===== src/rtl/imem_loader.sv =====
// Streams a program into instruction memory: gathers bytes into big-endian words,
// writes them at consecutive word addresses and holds the core in reset until done.
module imem_loader #(
  parameter int ADDR_W = 8
) (
  input  logic              clk,
  input  logic              Reset,
  input  logic              start,
  input  logic [ADDR_W:0]   word_count,
  input  logic              byte_valid,
  input  logic [7:0]        byte_data,
  output logic              byte_ready,
  output logic              imem_we,
  output logic [ADDR_W-1:0] imem_addr,
  output logic [31:0]       imem_wd,
  output logic              cpu_reset,
  output logic              busy,
  output logic              done,
  output logic              error
);

  typedef enum logic [1:0] {
    IDLE  = 2'd0,
    RECV  = 2'd1,
    WRITE = 2'd2,
    DONE  = 2'd3
  } state_t;

  localparam logic [ADDR_W:0] MAX_WORDS = (ADDR_W+1)'(1) << ADDR_W;

  state_t            state_q, state_d;
  logic [ADDR_W:0]   remaining_q, remaining_d;
  logic [ADDR_W-1:0] addr_q, addr_d;
  logic [31:0]       wd_q, wd_d;
  logic [1:0]        idx_q, idx_d;
  logic              cpu_reset_q, cpu_reset_d;
  logic              error_q, error_d;

  always_ff @(posedge clk) begin
    if (Reset) begin
      state_q     <= IDLE;
      remaining_q <= '0;
      addr_q      <= '0;
      wd_q        <= '0;
      idx_q       <= '0;
      cpu_reset_q <= 1'b1;
      error_q     <= 1'b0;
    end else begin
      state_q     <= state_d;
      remaining_q <= remaining_d;
      addr_q      <= addr_d;
      wd_q        <= wd_d;
      idx_q       <= idx_d;
      cpu_reset_q <= cpu_reset_d;
      error_q     <= error_d;
    end
  end

  always_comb begin
    state_d     = state_q;
    remaining_d = remaining_q;
    addr_d      = addr_q;
    wd_d        = wd_q;
    idx_d       = idx_q;
    cpu_reset_d = cpu_reset_q;
    error_d     = 1'b0;

    case (state_q)
      IDLE: begin
        if (start) begin
          if ((word_count != '0) && (word_count <= MAX_WORDS)) begin
            state_d     = RECV;
            remaining_d = word_count;
            addr_d      = '0;
            idx_d       = '0;
            cpu_reset_d = 1'b1;
          end else begin
            error_d = 1'b1;
          end
        end
      end
      RECV: begin
        if (byte_valid) begin
          wd_d  = {wd_q[23:0], byte_data};
          idx_d = idx_q + 2'd1;
          if (idx_q == 2'd3) begin
            state_d = WRITE;
          end
        end
      end
      WRITE: begin
        remaining_d = remaining_q - (ADDR_W+1)'(1);
        // The final word leaves the address on the last slot so a full load never wraps.
        if (remaining_q == (ADDR_W+1)'(1)) begin
          state_d     = DONE;
          cpu_reset_d = 1'b0;
        end else begin
          addr_d  = addr_q + ADDR_W'(1);
          state_d = RECV;
        end
      end
      DONE: begin
        state_d = IDLE;
      end
      default: begin
        state_d = IDLE;
      end
    endcase
  end

  assign byte_ready = (state_q == RECV);
  assign imem_we    = (state_q == WRITE);
  assign busy       = (state_q == RECV) || (state_q == WRITE);
  assign done       = (state_q == DONE);
  assign imem_addr  = addr_q;
  assign imem_wd    = wd_q;
  assign cpu_reset  = cpu_reset_q;
  assign error      = error_q;

endmodule


===== config.mk =====
export PLATFORM = sky130hd
export DESIGN_NAME = imem_loader
export DESIGN_NICKNAME = d
export VERILOG_FILES = /design/src/rtl/imem_loader.sv
export SDC_FILE = /design/constraint.sdc
export NUM_CORES = 1
export LEC_CHECK = 0
export ABC_AREA = 0
export BUFFER_PORTS_ARGS = -buffer_cell sky130_fd_sc_hd__clkbuf_2
export CORE_ASPECT_RATIO = 1.4
export CORE_MARGIN = 1
export CORE_UTILIZATION = 40
export DETAILED_ROUTE_END_ITERATION = 16
export GPL_TIMING_DRIVEN = 0
export PLACE_DENSITY = 0.63
export SYNTH_ARGS = -nofsm -noshare
export SYNTH_HDL_FRONTEND = slang
export SYNTH_SLANG_ARGS = --single-unit

===== constraint.sdc =====
create_clock -name clk -period 3.77 [get_ports clk]
set_input_delay 0.5655 -clock clk [delete_from_list [all_inputs] [get_ports clk]]
set_output_delay 0.5655 -clock clk [all_outputs]
set_load 0.05 [all_outputs]

==> results.ini, run 1 <==
[route]
routed.top_layer = met4
drc = 0
wl_met1_um = 2690
dr_wl_met3_um = 360
via_count = 2503
ant_nets = 0
wl_um = 6378
viasPerCell = 5.348
wl_per_cell_um = 13.63
wl_met2_um = 3190
drt_iter0_drc = 130
drt_first_pass_iters = 4

[timing]
finalSetupTns_ps = 0
min_period_over_period_pct = 64.32
fin_ws_ps = 1345
rsz0062_at_grt = false
slew_headroom_pct = 33.57
worst_pin_slew_ps = 971.3
slew_viol_final = 0
skew_ps = 15.84
hold_slack_ps = 450.8
layout_min_cycle_time_ps = 2425
hold_violations = 0
setup_viol = 0
clock.fmax_ghz = 0.4124

[cells_and_area]
antenna-diode-count = 0
regArea_sq_um = 1101
fillers = 648
nets = 425
drive_gt1_share_pct = 21.21
syn_to_final_growth_pct = 20.03
multi_input_area_sq_um = 1326

[cts]
numCtsBuffers = 5
h-tree-depth = 2
post_cts_resized = 0
cts.clk_slew.worst_paths_ps = 110
cts_tree = yes
cts_setup_buffers = 0
clkSinkCount = 55
cts_hold_buf = 0
insertion_delay_ps = 320
cts_root_buffer = clkbuf_8
clk_path_buf_depth = 2

[global_route]
grt_util_all_layers_pct = 19.49
grt_max_degree = 20
grt_overflow_total = 0
antenna_found_initial = 0
grt_pass1_vias = 2317
grt_pass1_wl_um = 10700

[synth]
synthMuxAreaShare_pct = 0.8793
synth_nets = 353
synth_area_per_cell_sq_um = 7.929
yosys.area_share.simple_pct = 25.01
ys_warn_count = 0
ys_seq_area_share_pct = 42.99
synth_xor_area_share_pct = 0
synthCells = 323
synth_edf_count = 0
syn_area_sq_um = 2561
ys_seq_elements = 55
synth_top_family_by_area = simple AND/OR/NAND/NOR gates
synth_async_sr_flop_share_pct = 0
synth-adder-area-share_pct = 4.397
synth_flop_cell = dfxtp_1
synth-compound-area-share_pct = 21.49
synth_cell_types = 49

[floorplan]
fp.dieW_um = 69.63
ios = 67
die_area_sq_um = 6732
die_h_um = 96.68
core_area_sq_um = 6211
start_util_pct = 41.24
num_rows = 34

[critical_path]
crit_arrival_ps = 2670
cp-end-kind = flop
cp.required_ps = 4010
path_max_fanout = 10
cp_slowest_cell = a2111oi_0
slowest_delay_ps = 750
crit_type = flop to flop
crit_chain = inv_1 -> ha_1 -> clkbuf_1 -> and4_1 -> a2111oi_0 -> a21oi_1 -> a311oi_1
cp-start-kind = flop

[power_and_ir_drop]
peakVddDrop_v = 0.0002562
powerDensity_nw_per_um2 = 458.6
p_leak_nw = 1.242

[placement]
gp_congestion = 0.8212
portBuffers = 65
hpwl_um = 4799
dp_slack_ps = 1111

[hold_path]
hold_path.class = input port to flop

[run_status]
outcome = finished clean

[flow_run]
drv_cap = 0

## layer usage
metal | vias up | track usage, %
met2 | 69 | 34.95
met3 | 15 | 5.208
met1 | 1136 | 21.93
li1 | 1283 | -
met4 | 0 | 6.769
met5 | - | 0
## critical path, delay by kind of cell, from the launching register on
| kind | cells | cell delay (ps) |
|---|---|---|
| adders and majority gates | 1 | 200 |
| DFF | 1 | 440 |
| buffers and inverters | 2 | 320 |
| and+or+nand+nor | 1 | 210 |
| AOI/OAI and AO/OA | 3 | 1170 |
## report_power, final
part | switching [mW] | internal, mW
Clock | 0.214 | 0.138
Combinational | 0.292 | 0.122
Sequential | 0.0317 | 0.613
Total | 0.537 | 0.873
## registers in the layout, indices dropped and copies added (netlist names)
| register | cells |
|---|---|
| cpu_reset | 1 |
| error | 1 |
| idx_q | 2 |
| imem_addr | 8 |
| imem_wd | 32 |
| remaining_q | 9 |
| state_q | 2 |
## worst paths after layout
path	start	cells after the start	slack [ps]	endpoint
min reg2reg	imem_wd[29]$_SDFFE_PP0P_	2	460	imem_wd[29]$_SDFFE_PP0P_
max reg2reg	state_q[1]$_SDFFE_PP0P_	7	1350	state_q[1]$_SDFFE_PP0P_
max	state_q[1]$_SDFFE_PP0P_	7	1350	state_q[1]$_SDFFE_PP0P_
min	byte_data[4]	3	450	imem_wd[4]$_SDFFE_PP0P_
## placed cells by master (no fill, tap or decap), drive strengths merged, types with 3 or more instances in the layout
| cell | count |
|---|---|
| a211oi | 4 |
| o21ai | 15 |
| and3 | 3 |
| a32o | 5 |
| nor3 | 7 |
| dfxtp | 55 |
| buf | 7 |
| clkbuf | 84 |
| ha | 9 |
| nand3 | 9 |
| or4 | 3 |
| nor2b | 3 |
| inv | 13 |
| nor2 | 11 |
| nand2 | 80 |
| nor4 | 5 |
| a21oi | 46 |
## cells by family after synthesis
| kind of cell | after synthesis |
|---|---|
| AND/OR/NAND/NOR | 134 |
| AO/OA/AOI/OAI | 90 |
| buffers and inverters | 33 |
| flip-flops | 55 |
| adder cells (fa/ha/maj) | 9 |
| multiplexers | 2 |
## through the flow
stage | power (mW) | utilization, % | cells | cell area [sq um]
detailed placement | 1.072 | 47.93 | 460 | 2977
floorplan | 0.9691 | - | 323 | 2561
global placement | 1.067 | 47.93 | 460 | 2977
global route | 1.494 | 49.50 | 468 | 3074
finish | 1.410 | 49.50 | 468 | 3074
CTS | 1.422 | 49.50 | 468 | 3074
## cell usage after synthesis (all sizes together), types with 3 or more instances
cell	count	area, sq um
nor2b	3	18.77
or4	3	30.03
nor2	11	41.29
buf	7	36.28
ha	9	112.6
o21ai	15	75.07
a32o	5	50.05
inv	12	45.04
nor4	5	31.28
nor3	7	46.30
nand3	9	50.05
clkbuf	14	52.55
nand2	80	300.3
a211oi	4	30.03
and3	3	23.77
a21oi	46	230.2
dfxtp	55	1101
## final cells by class
class	count	area share, %
flip-flops and latches	55	35.82
well taps	72	2.930
clock inverters	3	0.9361
repair buffers	65	10.58
inverters	12	1.465
multi-input cells	235	43.14
clock buffers	5	2.239
plain buffers	21	2.890
Note: power is estimated with default switching activity, not from simulation.
==> run 2, diff against run 1 <==
ABC_AREA = 1   (was 0)
PLACE_DENSITY = 0.65   (was 0.63)
clock period = 2.1 ns   (was 3.77 ns; I/O delays follow)
==> results.ini, run 2 <==
[floorplan]
die_area_sq_um = 7020
ios = 67
start_util_pct = 42.18
num_rows = 34
fp.dieW_um = 71.10
die_h_um = 98.74
core_area_sq_um = 6339

[global_route]
antenna_found_initial = 0
grt_pass1_vias = 2306
grt_max_degree = 19
grt_overflow_total = 0
grt_util_all_layers_pct = 18.65
grt_pass1_wl_um = 10430

[route]
wl_per_cell_um = 12.07
drt_first_pass_iters = 6
ant_nets = 0
via_count = 2581
wl_um = 6409
viasPerCell = 4.861
drc = 0
drt_iter0_drc = 165

[cts]
cts_setup_buffers = 0
cts_tree = yes
h-tree-depth = 2
clk_path_buf_depth = 2
cts.clk_slew.worst_paths_ps = 110
clkSinkCount = 55
post_cts_resized = 0
cts_hold_buf = 0
numCtsBuffers = 5
insertion_delay_ps = 320
cts_root_buffer = clkbuf_8

[synth]
synth_top_family_by_area = simple AND/OR/NAND/NOR gates
yosysTopAreaCellShare_pct = 41.18
synth_area_per_cell_sq_um = 6.945
synth_nets = 415
synth_common_cells = 99 x nor2_1, 64 x nand2_1, 55 x dfxtp_1, 43 x o21ai_0, 29 x inv_1
synth_flop_cell = dfxtp_1
synth_xor_area_share_pct = 0.3276
ys_seq_area_share_pct = 41.18
yosys.area_share.simple_pct = 33.88
synth_cell_types = 30
synth_async_sr_flop_share_pct = 0
synthTopCellsByArea = dfxtp_1 41%, nor2_1 14%, nand2_1 9.0%
synth-compound-area-share_pct = 12.87
ys_warn_count = 0
syn_area_sq_um = 2674
synth.most_common_cell = nor2_1
synth_edf_count = 0
synthMuxAreaShare_pct = 0.3744
synth-adder-area-share_pct = 4.212
synthCells = 385
ys_seq_elements = 55
yosysTopAreaCell = dfxtp_1

[power_and_ir_drop]
p_leak_nw = 1.499
combPwrFrac_pct = 45.9
peakVddDrop_v = 0.0005612
power_frac_seq_pct = 37.4
p_switching_mw = 1.762
powerDensity_nw_per_um2 = 1162
p_sw_share_pct = 47.58
power.total_mw = 3.703
internal-power_mw = 1.941
pwr-share-clk_pct = 16.7

[timing]
rsz0062_at_grt = false
slew_viol_final = 0
layout_min_cycle_time_ps = 1857
setup_viol = 0
worst_pin_slew_ps = 574.7
hold_violations = 0
skew_ps = 9.400
clock.fmax_ghz = 0.5386
min_period_over_period_pct = 88.42
hold_slack_ps = 235.6
slew_headroom_pct = 61.69
finalSetupTns_ps = 0

[cells_and_area]
largest_register_ffs = 32
layout_commonest_cell = nor2_1
fin_area_sq_um = 3187
antenna-diode-count = 0
fillers = 681
nets = 488
layout_common_cells = 99 x nor2_1, 66 x clkbuf_2, 64 x nand2_1
final_cells = 531
drive_gt1_share_pct = 20.70
syn_to_final_growth_pct = 19.19

[critical_path]
crit_arrival_ps = 2070
crit_type = flop to flop
crit_chain = inv_1 -> ha_1 -> inv_2 -> clkbuf_1 -> o21ai_0 -> o21ai_0 -> nor2_1
cp.required_ps = 2310
cp-end-kind = flop
cp_slowest_cell = clkbuf_1
cp-start-kind = flop
path_max_fanout = 10
slowest_delay_ps = 400
cp_common_cell = o21ai_0

[placement]
hpwl_um = 4823
dpl_cell_area_sq_um = 3094
gp_congestion = 0.8771
portBuffers = 66
dp.cells = 523

[flow_run]
drv_cap = 0

[hold_path]
hold_path.class = input port to flop

[run_status]
outcome = finished clean

## run 2: per-layer routing
layer	wire, um	up-vias	track usage, %
li1	-	1378	-
met1	2849	1143	22.48
met2	3221	54	33.06
met3	254	6	3.374
met4	85	0	6.308
met5	0	-	0
## run 2: power by group through the flow
stage	registers (mW)	logic, mW	clock network [mW]
4_1_cts	1.38	1.70	0.638
3_3_place_gp	1.40	1.67	0
6_report	1.39	1.70	0.618
3_5_place_dp	1.41	1.70	0
2_1_floorplan	1.82	0.915	0
5_1_grt	1.42	1.87	0.671
## run 2: metrics by stage
step                setup slack (ps)  utilization, %
floorplan                      190.0               -
global placement               286.3           48.82
detailed placement             258.1           48.82
CTS                            239.5           50.28
global route                   72.45           50.28
finish                         243.2           50.28
## run 2: kinds of logic after synthesis
logic type      after synthesis
fa+ha+maj                     9
flops                        55
buf+inv                      46
mux                           1
xor+xnor                      1
simple gates                208
compound gates               65
## run 2: cell type report
type,count,area [sq um],area share [%]
inverter,31,116.4,3.651
clock buffer,5,68.82,2.159
timing repair buffer,66,330.3,10.37
clock inverter,3,23.77,0.7460
buffer,15,75.07,2.356
multi-input combinational,284,1381,43.34
sequential,55,1101,34.55
tap,72,90.09,2.827
## run 2: worst max-delay path: cells and delay by family, from the launching register on
family          cells  cell delay [ps]
fa+ha+maj           1              310
simple gates        1               60
buf+inv             3              660
compound gates      2              320
flops               1              390
## run 2: path summary, 6_finish.rpt
check / startpoint / to / slack [ps] / cells past startpoint
worst min-delay path: Reset / error$_SDFF_PP0_ / 240 / 2
worst min register to register: idx_q[1]$_SDFFE_PP0P_ / idx_q[1]$_SDFFE_PP0P_ / 470 / 2
worst max-delay path: state_q[0]$_SDFFE_PP0P_ / remaining_q[1]$_SDFFE_PP0P_ / 240 / 7
worst max register to register: state_q[0]$_SDFFE_PP0P_ / remaining_q[1]$_SDFFE_PP0P_ / 240 / 7
==> run 3, diff against run 2 <==
ABC_AREA = unset   (was 1)
PLACE_DENSITY = 0.66   (was 0.65)
==> results.ini, run 3 (synthesized netlist as in run 1, its figures left out) <==
[run_status]
outcome = finished clean

[route]
drt_first_pass_iters = 8
wl_um = 6298
wl_per_cell_um = 13.40
ant_nets = 0
viasPerCell = 5.270
drt_iter0_drc = 103
via_count = 2477
drc = 0

[timing]
skew_ps = 6.976
setup_viol = 0
rsz0062_at_grt = false
layout_min_cycle_time_ps = 1999
slew_viol_final = 0
slew_headroom_pct = 57.34
hold_violations = 0
min_period_over_period_pct = 95.21
worst_pin_slew_ps = 634.0
clock.fmax_ghz = 0.5001
fin_ws_ps = 100.6
finalSetupTns_ps = 0

[global_route]
grt_overflow_total = 0
grt_max_degree = 21
grt_pass1_wl_um = 10740
grt_pass1_vias = 2398
antenna_found_initial = 0
grt_util_all_layers_pct = 19.43

[cts]
cts_tree = yes
clk_path_buf_depth = 2
cts_root_buffer = clkbuf_8
clkSinkCount = 55
insertion_delay_ps = 320
numCtsBuffers = 5
cts.clk_slew.worst_paths_ps = 110
h-tree-depth = 2

[power_and_ir_drop]
power_frac_seq_pct = 44.8
pwr-share-clk_pct = 25.3
peakVddDrop_v = 0.0006146
combPwrFrac_pct = 29.9
internal-power_mw = 1.604
powerDensity_nw_per_um2 = 829.6
p_leak_nw = 1.271
p_sw_share_pct = 38.29
p_switching_uw = 995.1

[floorplan]
start_util_pct = 41.24
ios = 67
fp.dieW_um = 69.63
num_rows = 34
die_area_sq_um = 6732
die_h_um = 96.68
core_area_sq_um = 6211

[critical_path]
cp-start-kind = flop
crit_arrival_ps = 2220
crit_type = flop to flop
crit_chain = inv_2 -> ha_2 -> nand2_1 -> or4_4 -> and3_4 -> buf_6 -> o211a_1 -> a21o_1
critPathBufInv = 2
cp_top_family = simple AND/OR/NAND/NOR gates
cp-end-kind = flop
slowest_delay_ps = 520
cp_slowest_cell = or4_4
cp.required_ps = 2320
path_max_fanout = 10

[placement]
dp_slack_ps = -197.5
gp_congestion = 0.8234
portBuffers = 65
hpwl_um = 4708

[cells_and_area]
layout_common_cells = 80 x nand2_1, 69 x clkbuf_2, 53 x dfxtp_1
drive_gt1_share_pct = 24.62
largest_register_ffs = 32
fillers = 649
nets = 427
syn_to_final_growth_pct = 22.33
multi_input_area_sq_um = 1358
layout_commonest_cell = nand2_1
regArea_sq_um = 1104
antenna-diode-count = 0

[hold_path]
hold_path.class = input port to flop

[flow_run]
drv_cap = 0

## run 3: per-layer routing
metal	GRT usage, %	vias to the layer above	wire (um)
li1	-	1284	-
met1	21.88	1122	2568
met2	35.47	63	3309
met3	4.583	8	355
met4	6.308	0	64
met5	0	-	0
## run 3: area by class of cell
type / instances / area share (%)
Buffer: 21 / 3.075
Clock buffer: 5 / 2.196
Clock inverter: 3 / 0.9984
Inverter: 12 / 1.438
Multi-Input combinational cell: 235 / 43.33
Sequential cell: 55 / 35.22
Tap cell: 72 / 2.875
Timing Repair Buffer: 67 / 10.86
## run 3: metrics by stage
| stage | power (mW) | cells | utilization [%] | hold slack, ps | instance area, sq um |
|---|---|---|---|---|---|
| 2_1_floorplan | 1.743 | 323 | - | 450.4 | 2566 |
| 3_3_place_gp | 1.914 | 460 | 48.01 | 444.7 | 2982 |
| 3_5_place_dp | 1.924 | 460 | 48.01 | 449.5 | 2982 |
| 4_1_cts | 2.584 | 468 | 49.72 | 187.5 | 3088 |
| 5_1_grt | 2.745 | 470 | 50.44 | 187.2 | 3133 |
| 6_report | 2.599 | 470 | 50.44 | 196.2 | 3133 |
## run 3: repair_timing
item	4_1_cts	5_1_grt
endpoints found under the hold margin	0	0
pin swaps	0	1
hold buffers	0	0
gates resized for setup	2	15
buffers inserted	0	2
setup endpoints to repair	9	23
## run 3: final timing paths
path	start	slack [ps]	endpoint	cells past startpoint
worst max register to register	state_q[0]$_SDFFE_PP0P_	100	imem_addr[0]$_SDFFE_PP0P_	8
worst min-delay path	byte_data[2]	200	imem_wd[2]$_SDFFE_PP0P_	3
worst min register to register	imem_wd[30]$_SDFFE_PP0P_	460	imem_wd[30]$_SDFFE_PP0P_	2
worst max-delay path	state_q[0]$_SDFFE_PP0P_	100	imem_addr[0]$_SDFFE_PP0P_	8
## run 3: worst min-delay path, stage by stage
cell,delay [ps]
clkbuf_2,80
nand2_1,40
a21oi_1,50
## run 3: power groups by stage
stage	Clock (mW)	Sequential [mW]	Combinational, mW
2_1_floorplan	0	1.24	0.507
3_3_place_gp	0	1.18	0.737
3_5_place_dp	0	1.18	0.745
4_1_cts	0.674	1.16	0.755
5_1_grt	0.707	1.18	0.862
6_report	0.658	1.16	0.776
